==> src/rtl/semi_pixel_shifter_pkg.sv <==
// ============================================================================
// Module      : semi_pixel_shifter_pkg
// Description : Shared widths, colour constants and types for the semigraphics
//               selection, pixel shifter and palette stages.
// Revision    : 1.0  initial release
// ============================================================================
`default_nettype none

package semi_pixel_shifter_pkg;

  localparam int c_COLOUR_W = 4;
  localparam int c_PAT_W    = 8;
  localparam int c_CNT_W    = $clog2(c_PAT_W);

  // Black is palette index 0 for the semigraphics background
  localparam logic [c_COLOUR_W-1:0] c_BG_BLACK = '0;

  // Bit counter value while the last (rightmost) pixel of a word is produced
  localparam logic [c_CNT_W-1:0] c_LAST_BIT = c_CNT_W'(c_PAT_W - 1);

  typedef logic [c_COLOUR_W-1:0] colour_t;
  typedef logic [c_PAT_W-1:0]    pattern_t;

  typedef struct packed {
    pattern_t data;
    colour_t  colour;
  } char_t;

  // Foreground colour for a set pattern bit, background otherwise
  function automatic colour_t pix_colour(input logic bit_on, input colour_t fg,
                                         input colour_t bg);
    return bit_on ? fg : bg;
  endfunction

endpackage

`default_nettype wire

==> src/rtl/semi_hold_reg.sv <==
// ============================================================================
// Module      : semi_hold_reg
// Description : One-entry hold register in front of the pixel shifter.
//               Captures a character on LoadEn, empties on transfer, and
//               flags an overwrite of an entry that was never consumed.
// Revision    : 1.0  initial release
// ============================================================================
`default_nettype none

module semi_hold_reg
  import semi_pixel_shifter_pkg::*;
(
  input  logic                  Clk,
  input  logic                  nReset,
  input  logic                  Flush,
  input  logic                  LoadEn,
  input  logic                  Xfer,
  input  logic [c_PAT_W-1:0]    SData,
  input  logic [c_COLOUR_W-1:0] SColour,
  output logic [c_PAT_W-1:0]    HoldData,
  output logic [c_COLOUR_W-1:0] HoldColour,
  output logic                  HoldValid,
  output logic                  Overrun
);

  char_t r_hold;
  logic  r_hold_valid;
  logic  r_overrun;
  logic  w_overwrite;

  // A load that coincides with a transfer refills the emptied slot, so it is
  // not an overwrite; flush suppresses the flag entirely.
  assign w_overwrite = LoadEn & r_hold_valid & ~Xfer & ~Flush;

  // Hold entry update: flush beats load, load beats transfer
  always_ff @(posedge Clk or negedge nReset) begin
    if (!nReset) begin
      r_hold       <= '0;
      r_hold_valid <= 1'b0;
    end else if (Flush) begin
      r_hold_valid <= 1'b0;
    end else if (LoadEn) begin
      r_hold.data   <= SData;
      r_hold.colour <= SColour;
      r_hold_valid  <= 1'b1;
    end else if (Xfer) begin
      r_hold_valid <= 1'b0;
    end
  end

  // Registered one-cycle overrun pulse
  always_ff @(posedge Clk or negedge nReset) begin
    if (!nReset) begin
      r_overrun <= 1'b0;
    end else begin
      r_overrun <= w_overwrite;
    end
  end

  assign HoldData   = r_hold.data;
  assign HoldColour = r_hold.colour;
  assign HoldValid  = r_hold_valid;
  assign Overrun    = r_overrun;

endmodule

`default_nettype wire

==> src/rtl/semi_pixel_shifter.sv <==
// ============================================================================
// Module      : semi_pixel_shifter
// Description : Serialises 8-bit semigraphics row patterns into one 4-bit
//               colour index per pixel-enable cycle, with a hold register for
//               gap-free back-to-back characters and overrun/underrun flags.
// Revision    : 1.0  initial release
// ============================================================================
`default_nettype none

module semi_pixel_shifter
  import semi_pixel_shifter_pkg::*;
#(
  parameter logic [c_COLOUR_W-1:0] BG_COLOUR = c_BG_BLACK
) (
  input  logic                  Clk,
  input  logic                  nReset,
  input  logic                  PixEn,
  input  logic                  LoadEn,
  input  logic [c_PAT_W-1:0]    SData,
  input  logic [c_COLOUR_W-1:0] SColour,
  input  logic                  Active,
  input  logic                  Flush,
  input  logic [c_COLOUR_W-1:0] BorderColour,
  output logic [c_COLOUR_W-1:0] PixOut,
  output logic                  PixValid,
  output logic                  Overrun,
  output logic                  Underrun
);

  logic [c_PAT_W-1:0]    w_hold_data;
  logic [c_COLOUR_W-1:0] w_hold_colour;
  logic                  w_hold_valid;
  logic                  w_last_bit;
  logic                  w_xfer;

  logic [c_PAT_W-1:0]    r_sh_data;
  logic [c_COLOUR_W-1:0] r_sh_colour;
  logic [c_CNT_W-1:0]    r_bit_cnt;
  logic                  r_sh_valid;
  logic [c_COLOUR_W-1:0] r_pix_out;
  logic                  r_pix_valid;
  logic                  r_underrun;

  assign w_last_bit = r_sh_valid & (r_bit_cnt == c_LAST_BIT);

  // Move the held word into the shifter when it is empty or on its last pixel,
  // which makes consecutive words seamless.
  assign w_xfer = PixEn & w_hold_valid & (~r_sh_valid | w_last_bit) & ~Flush;

  semi_hold_reg u_hold (
    .Clk        (Clk),
    .nReset     (nReset),
    .Flush      (Flush),
    .LoadEn     (LoadEn),
    .Xfer       (w_xfer),
    .SData      (SData),
    .SColour    (SColour),
    .HoldData   (w_hold_data),
    .HoldColour (w_hold_colour),
    .HoldValid  (w_hold_valid),
    .Overrun    (Overrun)
  );

  // Shifter, bit counter and registered pixel output
  always_ff @(posedge Clk or negedge nReset) begin
    if (!nReset) begin
      r_sh_data   <= '0;
      r_sh_colour <= '0;
      r_bit_cnt   <= '0;
      r_sh_valid  <= 1'b0;
      r_pix_out   <= '0;
      r_pix_valid <= 1'b0;
    end else if (Flush) begin
      // Abandon any word in flight; the pixel output keeps its last value
      r_bit_cnt  <= '0;
      r_sh_valid <= 1'b0;
    end else if (PixEn) begin
      if (r_sh_valid) begin
        r_pix_out   <= pix_colour(r_sh_data[c_PAT_W-1], r_sh_colour, BG_COLOUR);
        r_pix_valid <= 1'b1;
        r_sh_data   <= {r_sh_data[c_PAT_W-2:0], 1'b0};
        r_bit_cnt   <= r_bit_cnt + 1'b1;
        if (w_last_bit) begin
          r_sh_valid <= 1'b0;
        end
      end else begin
        r_pix_out   <= BorderColour;
        r_pix_valid <= 1'b0;
      end
      // A reload overrides the shift-and-count updates above
      if (w_xfer) begin
        r_sh_data   <= w_hold_data;
        r_sh_colour <= w_hold_colour;
        r_bit_cnt   <= '0;
        r_sh_valid  <= 1'b1;
      end
    end
  end

  // Underrun pulse: a pixel slot inside the display window with nothing to shift
  always_ff @(posedge Clk or negedge nReset) begin
    if (!nReset) begin
      r_underrun <= 1'b0;
    end else begin
      r_underrun <= PixEn & ~Flush & ~r_sh_valid & Active;
    end
  end

  assign PixOut   = r_pix_out;
  assign PixValid = r_pix_valid;
  assign Underrun = r_underrun;

endmodule

`default_nettype wire

==> config.mk <==
export PLATFORM = sky130hd
export DESIGN_NAME = semi_pixel_shifter
export DESIGN_NICKNAME = d
export VERILOG_FILES = /design/src/rtl/semi_pixel_shifter_pkg.sv /design/src/rtl/semi_hold_reg.sv /design/src/rtl/semi_pixel_shifter.sv
export SDC_FILE = /design/constraint.sdc
export NUM_CORES = 1
export LEC_CHECK = 0
export ABC_AREA = 1
export CAP_MARGIN = 10
export CELL_PAD_IN_SITES_DETAIL_PLACEMENT = 1
export CELL_PAD_IN_SITES_GLOBAL_PLACEMENT = 1
export CORE_ASPECT_RATIO = 1.5
export CORE_MARGIN = 3
export CORE_UTILIZATION = 44
export CTS_BUF_LIST = sky130_fd_sc_hd__clkbuf_8
export CTS_CLUSTER_SIZE = 12
export DETAILED_ROUTE_END_ITERATION = 12
export HOLD_SLACK_MARGIN = 0.03
export MAX_ROUTING_LAYER = met4
export PLACE_DENSITY_LB_ADDON = 0.1
export SYNTH_ARGS = -nofsm -noshare
export SYNTH_HDL_FRONTEND = slang
export SYNTH_SLANG_ARGS = --single-unit
==> constraint.sdc <==
create_clock -name Clk -period 3.2 [get_ports Clk]
set_input_delay 0.48 -clock Clk [delete_from_list [all_inputs] [get_ports Clk]]
set_output_delay 0.48 -clock Clk [all_outputs]
set_load 0.02 [all_outputs]
# Word level (Yosys, flattened, before mapping)

Index checks and enable logic that the tools add are counted.

$add $sub $neg: 1
Eq/ne operators: 1
Muxes and demuxes: 17
Bitwise operators: 14
Reduce and logical (&&, ||, !) cells: 9

Operators with widths:

| operator                                                       | number |
|---|---|
| 8-bit 2-to-1 mux                                               | 2 |
| 3-bit 2-to-1 mux                                               | 4 |
| 1-bit bitwise AND                                              | 10 |
| 1-bit 2-to-1 mux                                               | 9 |
| 4-bit 2-to-1 mux                                               | 2 |
| 2-bit AND reduction                                            | 3 |
| 3-bit AND reduction                                            | 2 |
| 3-bit nonzero test                                             | 2 |
| 2-bit nonzero test                                             | 2 |
| 3-bit by 1-bit adder with 3-bit output (second input constant) | 1 |
| 3-bit == test (second input constant)                          | 1 |
| 1-bit inverter                                                 | 3 |
| 1-bit OR                                                       | 1 |

Bits in registers: 36
Input bits: 22
Output and inout bits: 7
Logic and storage cells: 53

# Depth between registers and ports, before layout

Gate-level depths: netlist of the first run.

Word-level depth: 8
Gate-level depth with buffers: 9
Depth with buffers taken out: 8

# By module

Synthesis of the first run repeated with hierarchy kept, for this count alone.

Cell total of the unflattened synthesis: 181
Area total of the unflattened synthesis: 1,610.3 µm²

By module, submodules not included:

| module             | times used | cells an instance | area an instance (µm²) | sequential area each (µm²) |
|---|---|---|---|---|
| semi_pixel_shifter | 1          | 121               | 1,053.5                | 550.5 |
| semi_hold_reg      | 1          | 60                | 556.8                  | 350.3 |

# Worst setup path before layout of the first run

OpenSTA, ideal clock, no wires.

Kind: register -> register
Start: register r_bit_cnt[0]
End: register r_sh_data[1]
Library setup time: 118 ps
Arrival: 1,235 ps
Data required time: 3,082 ps
Setup slack: 1,847 ps
Stages on the path, launching flop included: 10
Buffers on the path: 1
Period minus slack after synthesis: 1,353 ps
Path through: dfrtp_1 ha_1 ha_1 inv_1 nand2_4 nand3_2 buf_6 nand2_1 nand3_1 nand2_1

Word-level cells in the longest chain between the ends: 7
Elaborated cells on any way between the ends: 8
Classes of those cells: eq/ne: 1; mux: 1; bitwise: 4; reduce/logical: 2

RTL lines:

| element                              | line                     | text |
|---|---|---|
| start: declaration                   | semi_pixel_shifter.sv:38 | `logic [c_CNT_W-1:0] r_bit_cnt;` |
| start signal: assignment             | semi_pixel_shifter.sv:82 | `r_bit_cnt <= r_bit_cnt + 1'b1;` |
| 3-bit == test *                      | semi_pixel_shifter.sv:44 | `assign w_last_bit = r_sh_valid & (r_bit_cnt == c_LAST_BIT);` |
| 1-bit bitwise AND *                  | semi_pixel_shifter.sv:44 |  |
| 1-bit OR *                           | semi_pixel_shifter.sv:48 | `assign w_xfer = PixEn & w_hold_valid & (~r_sh_valid \| w_last_bit) & ~Flush;` |
| 1-bit bitwise AND * (2 in series)    | semi_pixel_shifter.sv:48 |  |
| 2-bit nonzero test (no source line)  | n/a                      |  |
| 3-bit AND reduction (no source line) | n/a                      |  |
| end signal: assignment               | semi_pixel_shifter.sv:81 | `r_sh_data <= {r_sh_data[c_PAT_W-2:0], 1'b0};` |
| end signal: assignment               | semi_pixel_shifter.sv:92 | `r_sh_data <= w_hold_data;` |
| end: declaration                     | semi_pixel_shifter.sv:36 | `logic [c_PAT_W-1:0] r_sh_data;` |

Mark *: on every way between the ends. The rest lies on a longest branch, timed or not.
A chain may end at the register's enable or synchronous reset.

# Worst setup path after layout of the first run

Start: input PixEn
End: register r_bit_cnt[0]

Word-level cells in the longest chain between the ends: 6
Elaborated cells on any way between the ends: 9
Classes of those cells: mux: 3; bitwise: 3; reduce/logical: 3

RTL lines:

| element                         | line                     | text |
|---|---|---|
| start: declaration              | semi_pixel_shifter.sv:17 | `input logic PixEn,` |
| 1-bit bitwise AND (3 in series) | semi_pixel_shifter.sv:48 |  |
| 3-bit 2-to-1 mux                | semi_pixel_shifter.sv:91 | `if (w_xfer) begin` |
| 3-bit 2-to-1 mux                | semi_pixel_shifter.sv:77 | `end else if (PixEn) begin` |
| 3-bit 2-to-1 mux                | semi_pixel_shifter.sv:73 | `end else if (Flush) begin` |

Parallel ways exist; a longest one is shown, timed or not. The select of a mux whose other input is x is not followed.

==> results of run 1 <==
## registers in the layout, indices dropped and copies added, names as in the netlist
| register | count |
|---|---|
| Underrun | 1 |
| r_sh_data | 8 |
| r_sh_valid | 1 |
| PixOut | 4 |
| PixValid | 1 |
| r_sh_colour | 4 |
| r_bit_cnt | 3 |
| u_hold.HoldColour | 4 |
| u_hold.HoldData | 8 |
| u_hold.HoldValid | 1 |
| u_hold.Overrun | 1 |
## routing by layer
metal	part of all wire (%)	vias up
met2	54	28
met3	3.9	8
li1	-	639
met5	0	-
met4	2.0	0
met1	40	645
## where the power goes
part	switching (mW)	internal, mW	total [mW]
logic	0.126	0.0994	0.225
registers	0.0522	0.536	0.588
clock network	0.151	0.169	0.320
## synth_stat cells
library cell	count
nand2_1	39
dfrtp_1	36
inv_1	22
nand3_1	17
nor2_1	15
nand4_1	11
a21oi_2	7
o21ai_1	6
a21oi_1	5
buf_4	4
inv_2	4
buf_6	2
ha_1	2
nand2_4	2
a31oi_1	1
buf_2	1
nand3_2	1
nand3b_1	1
nor2_2	1
nor2_8	1
nor3b_1	1
o21ai_0	1
o21ai_4	1
## final cells by class
cell class	count	area (um^2)
clock buffer	6	82.58
clock inverter	2	7.507
fill	436	1485
inverter	26	97.59
multi-input combinational	112	599.3
sequential	36	900.9
tap	42	52.55
timing repair buffer	29	287.8
## path summary, 6_finish.rpt
| path | end | cells after the start | from | slack [ns] |
|---|---|---|---|---|
| max in group asynchronous | r_sh_data[0]$_DFFE_PN0P_ | 2 | nReset | 2.26 |
| worst min register to register | r_sh_data[6]$_DFFE_PN0P_ | 2 | r_sh_data[6]$_DFFE_PN0P_ | 0.48 |
| min in group asynchronous | PixOut[0]$_DFFE_PN0P_ | 2 | nReset | 0.61 |
| worst min-delay path | r_sh_data[6]$_DFFE_PN0P_ | 2 | r_sh_data[6]$_DFFE_PN0P_ | 0.48 |
| worst max-delay path | r_bit_cnt[0]$_DFFE_PN0P_ | 6 | PixEn | 1.37 |
| worst max register to register | r_sh_data[2]$_DFFE_PN0P_ | 8 | r_bit_cnt[0]$_DFFE_PN0P_ | 1.52 |
## metrics by stage
step	cell area, um^2	utilization [%]	hold slack [ns]
detailed placement	1938	55.16	0.4652
global route	2028	57.73	0.5138
global placement	1938	55.16	0.4634
floorplan	1655	-	0.1844
CTS	2028	57.73	0.4836
finish	2028	57.73	0.4800
## worst max-delay path, stage by stage
cell and delay (ns):
clkdlybuf4s50_1 0.54, inv_2 0.08, nor2_8 0.22, nand3_2 0.38, nand3b_1 0.23, nand2_1 0.06
## cell families (layout without fill, tap and decap cells)
family	Yosys count	in the layout	share of synthesized area [%]
and+or+nand+nor	89	89	26.00
DFF	36	36	54.42
buffers and inverters	33	63	9.372
AOI/OAI and AO/OA	21	21	8.692
adders and majority gates	2	2	1.511
## placed cells by master (no fill, tap or decap), drive strengths merged, types with 2 or more instances in the layout
master and instances:
nand2 41, dfrtp 36, clkdlybuf4s50 28, inv 28, nand3 18, nor2 17
a21oi 12, nand4 11, o21ai 8, clkbuf 6, ha 2
==> flow_summary.ini, run 1 <==
[placement]
dpl.hpwl_um = 2771
dpl.cell_count = 245
io_buffers = 28
place.gp.congestion = 0.7706
pre_cts_ws_ns = 1.056

[yosys]
syn_inst = 181
yosys_warnings = 0
synth.top_cell.area_share_pct = 54.42
ys_ff_latch = 36
synth_fp_nets = 205
synth_seq_area_share_pct = 54.42
netlist_area_um2 = 1655
synthTopCellsByArea = dfrtp_1, nand2_1, nand3_1
yosys.area.top_type = dfrtp_1
syn_avg_cell_area_um2 = 9.146
synth_cell_types = 23

[grt]
grt_use_met2_pct = 34.19
grt_usage_pct = 19.32
grt_pass1_wl_um = 6548
gr-max-usage-layer = met2
grtUsageMet1_pct = 20.53
grt_max_degree = 37
grtUsageMet3_pct = 3.975
grt_pass1_vias = 1394
grt_antenna_before_repair = 0
grt.overflow.total = 0

[clock_network]
cts_tree = done
clk_latency_ns = 0.28
htree_num_levels = 2
cts.path.max_buffers = 2
ctsResizeCount = 0
clockRootBuffer = clkbuf_8
cts.sinks = 36
ctsHoldBuffers = 0
post_cts_buffers = 0
cts.reportedPaths.clkPinSlew_ns = 0.07
cts_buffers = 5

[pwr]
p_leak_nw = 1.028
total_power_mw = 1.133
p_per_area_nw_per_um2 = 558.8
vdd_ir_drop_max_mv = 0.3402

[setup_path]
critPathRequiredTime_ns = 3.37
crit_arrival_ns = 2.01
worstSetupStartpointType = primary input
path_max_fanout = 21
endpoint_kind = flip-flop
worstSetupPathType = in -> reg

[sta]
tns_ns = 0
fin_ws_ns = 1.369
skew_ns = 0.001843
slew_viol_final = 0
min_period_ns = 1.831
fmaxAchievable_mhz = 546.1
rsz0062_at_grt = no
post-route-period-util_pct = 57.23
setup_violations = 0
worst_pin_slew_ns = 0.4806
finalHoldViolCount = 0
slew-limit-headroom_pct = 67.96

[drt]
drt-initial-drc-count = 48
firstDrtPassIters = 4
drt_wl_total_um = 3724
vias = 1320
drcViolationCount = 0
via_per_inst = 5.217
ant_nets = 0
wl_per_cell_um = 14.72

[die]
core_area_um2 = 3513
dieWidth_um = 56.08
row_count = 26
io_pins = 29
die_h_um = 81.12
initial_utilization_pct = 47.12
dieArea_um2 = 4549

[flow_run]
drv_cap = 0

[status]
status = complete, no violations

[layout]
syn2layout_area_growth_pct = 22.52
final_cells = 253
nNetsFinal = 234
diodes = 0
drive_above_1_share_pct = 11.37

[hold_path]
hold_path.class = reg -> reg
Power figures use the tool's default switching activity.
==> run 2, diff against run 1 <==
- CORE_UTILIZATION: 44 -> 41
- clock period: 3.2 -> 1.9 ns (I/O delays scaled with it)
==> flow_summary.ini, run 2 (synthesized netlist as in run 1, its figures left out) <==
[status]
status = complete, no violations

[pwr]
p_sw_share_pct = 29.57
p_sw_mw = 0.5696
clkPwrFrac_pct = 28.8
p_leak_nw = 1.036
intPower_mw = 1.357
seq_power_share_pct = 51.4
vdd_ir_drop_max_mv = 0.6855
p_per_area_nw_per_um2 = 942.3
power_frac_comb_pct = 19.8

[sta]
finalHoldViolCount = 0
worst_pin_slew_ns = 0.4663
tns_ns = 0
slew_viol_final = 0
min_period_ns = 1.577
slew-limit-headroom_pct = 68.91
skew_ns = 0.007118
fmaxAchievable_mhz = 634.2
setup_violations = 0
holdWs_ns = 0.4135
post-route-period-util_pct = 82.99
rsz0062_at_grt = no

[drt]
drt-initial-drc-count = 38
wl_per_cell_um = 14.80
drcViolationCount = 0
vias = 1308
via_per_inst = 5.109
ant_nets = 0
firstDrtPassIters = 4
drt_wl_total_um = 3790

[hold_path]
hold_path.class = in -> async

[clock_network]
ctsResizeCount = 0
cts_buffers = 5
cts.path.max_buffers = 2
htree_num_levels = 2
post_cts_buffers = 0
cts_tree = done
clockRootBuffer = clkbuf_8
cts.reportedPaths.clkPinSlew_ns = 0.07
cts.sinks = 36
clk_latency_ns = 0.29
ctsHoldBuffers = 0

[setup_path]
cp_slowest_cell = dfrtp_1
path_max_fanout = 10
worstSetupStartpointType = flip-flop
endpoint_kind = flip-flop
crit_path_start = r_bit_cnt[0]$_DFFE_PN0P_
path_buf_inv = 2
critPathRequiredTime_ns = 2.08
crit_family = simple AND/OR/NAND/NOR gates
crit_arrival_ns = 1.76
worstSetupPathType = reg -> reg
slowest_delay_ns = 0.40
r2r-start = r_bit_cnt[0]$_DFFE_PN0P_
worstPathCellList = ha_1 > ha_1 > inv_1 > nand2_4 > nand3_2 > buf_4 > nand2_1 > nand3_1 > nand2_1

[layout]
final_cells = 256
syn2layout_area_growth_pct = 23.51
final_common_cell = nand2_1
nNetsFinal = 236
layout_common_cells = nand2_1, dfrtp_1, clkdlybuf4s50_1
final_util_pct = 54.03
nFillCells = 467
diodes = 0
drive_above_1_share_pct = 12.21

[grt]
grt_pass1_wl_um = 6541
grt_pass1_vias = 1474
grt_antenna_before_repair = 0
grt_max_degree = 37
grt_usage_pct = 17.78
grt.overflow.total = 0

[die]
dieWidth_um = 57.88
io_pins = 29
initial_utilization_pct = 43.75
dieArea_um2 = 4852
row_count = 27
die_h_um = 83.82
core_area_um2 = 3784

[placement]
place.gp.congestion = 0.7785
dpl.cell_count = 248
dpl.hpwl_um = 2731
io_buffers = 28

[flow_run]
drv_cap = 0
## run 2: cell types whose count changed in the layout (fill, tap and decap cells not counted)
cell   before  now
buf_4       1    3
## run 2: power by group through the flow
stage | logic, mW | clock network [mW] | registers (mW)
after global placement | 0.367 | 0 | 0.996
after floorplan | 0.233 | 0 | 0.990
final | 0.382 | 0.555 | 0.990
after detailed placement | 0.388 | 0 | 1.00
after global routing | 0.439 | 0.594 | 1.01
after CTS | 0.392 | 0.572 | 0.991
## run 2: layout make-up
class	instances	area (um^2)	area share, %
Timing Repair Buffer	31	302.8	14.81
Clock inverter	2	7.507	0.3672
Clock buffer	6	82.58	4.039
Inverter	26	97.59	4.774
Sequential cell	36	900.9	44.06
Tap cell	43	53.80	2.632
Multi-Input combinational cell	112	599.3	29.31
## run 2: worst paths after layout
path / slack (ns) / endpoint / cells after the start
worst max-delay path: 0.32 / r_sh_data[1]$_DFFE_PN0P_ / 9
min in group Clk: 0.49 / r_sh_data[3]$_DFFE_PN0P_ / 2
max in group asynchronous: 1.15 / r_sh_data[3]$_DFFE_PN0P_ / 2
worst min register to register: 0.49 / r_sh_data[3]$_DFFE_PN0P_ / 2
worst max register to register: 0.32 / r_sh_data[1]$_DFFE_PN0P_ / 9
worst min-delay path: 0.41 / PixOut[0]$_DFFE_PN0P_ / 2
## run 2: metal layers
metal | routed length (um) | global-route usage [%] | part of all wire, %
met4 | 83 | 6.962 | 2.2
met5 | 0 | - | 0
met1 | 1520 | 19.35 | 40
met3 | 187 | 4.334 | 4.9
met2 | 1998 | 30.35 | 53
## run 2: per-stage QoR
stage	instance area [um^2]	power, mW	worst slack, ns
final	2044	1.927	0.3232
after global routing	2044	2.044	0.1763
after CTS	2044	1.955	0.3063
after detailed placement	1954	1.393	0.1843
after global placement	1954	1.363	0.2383
after floorplan	1655	1.223	0.5474
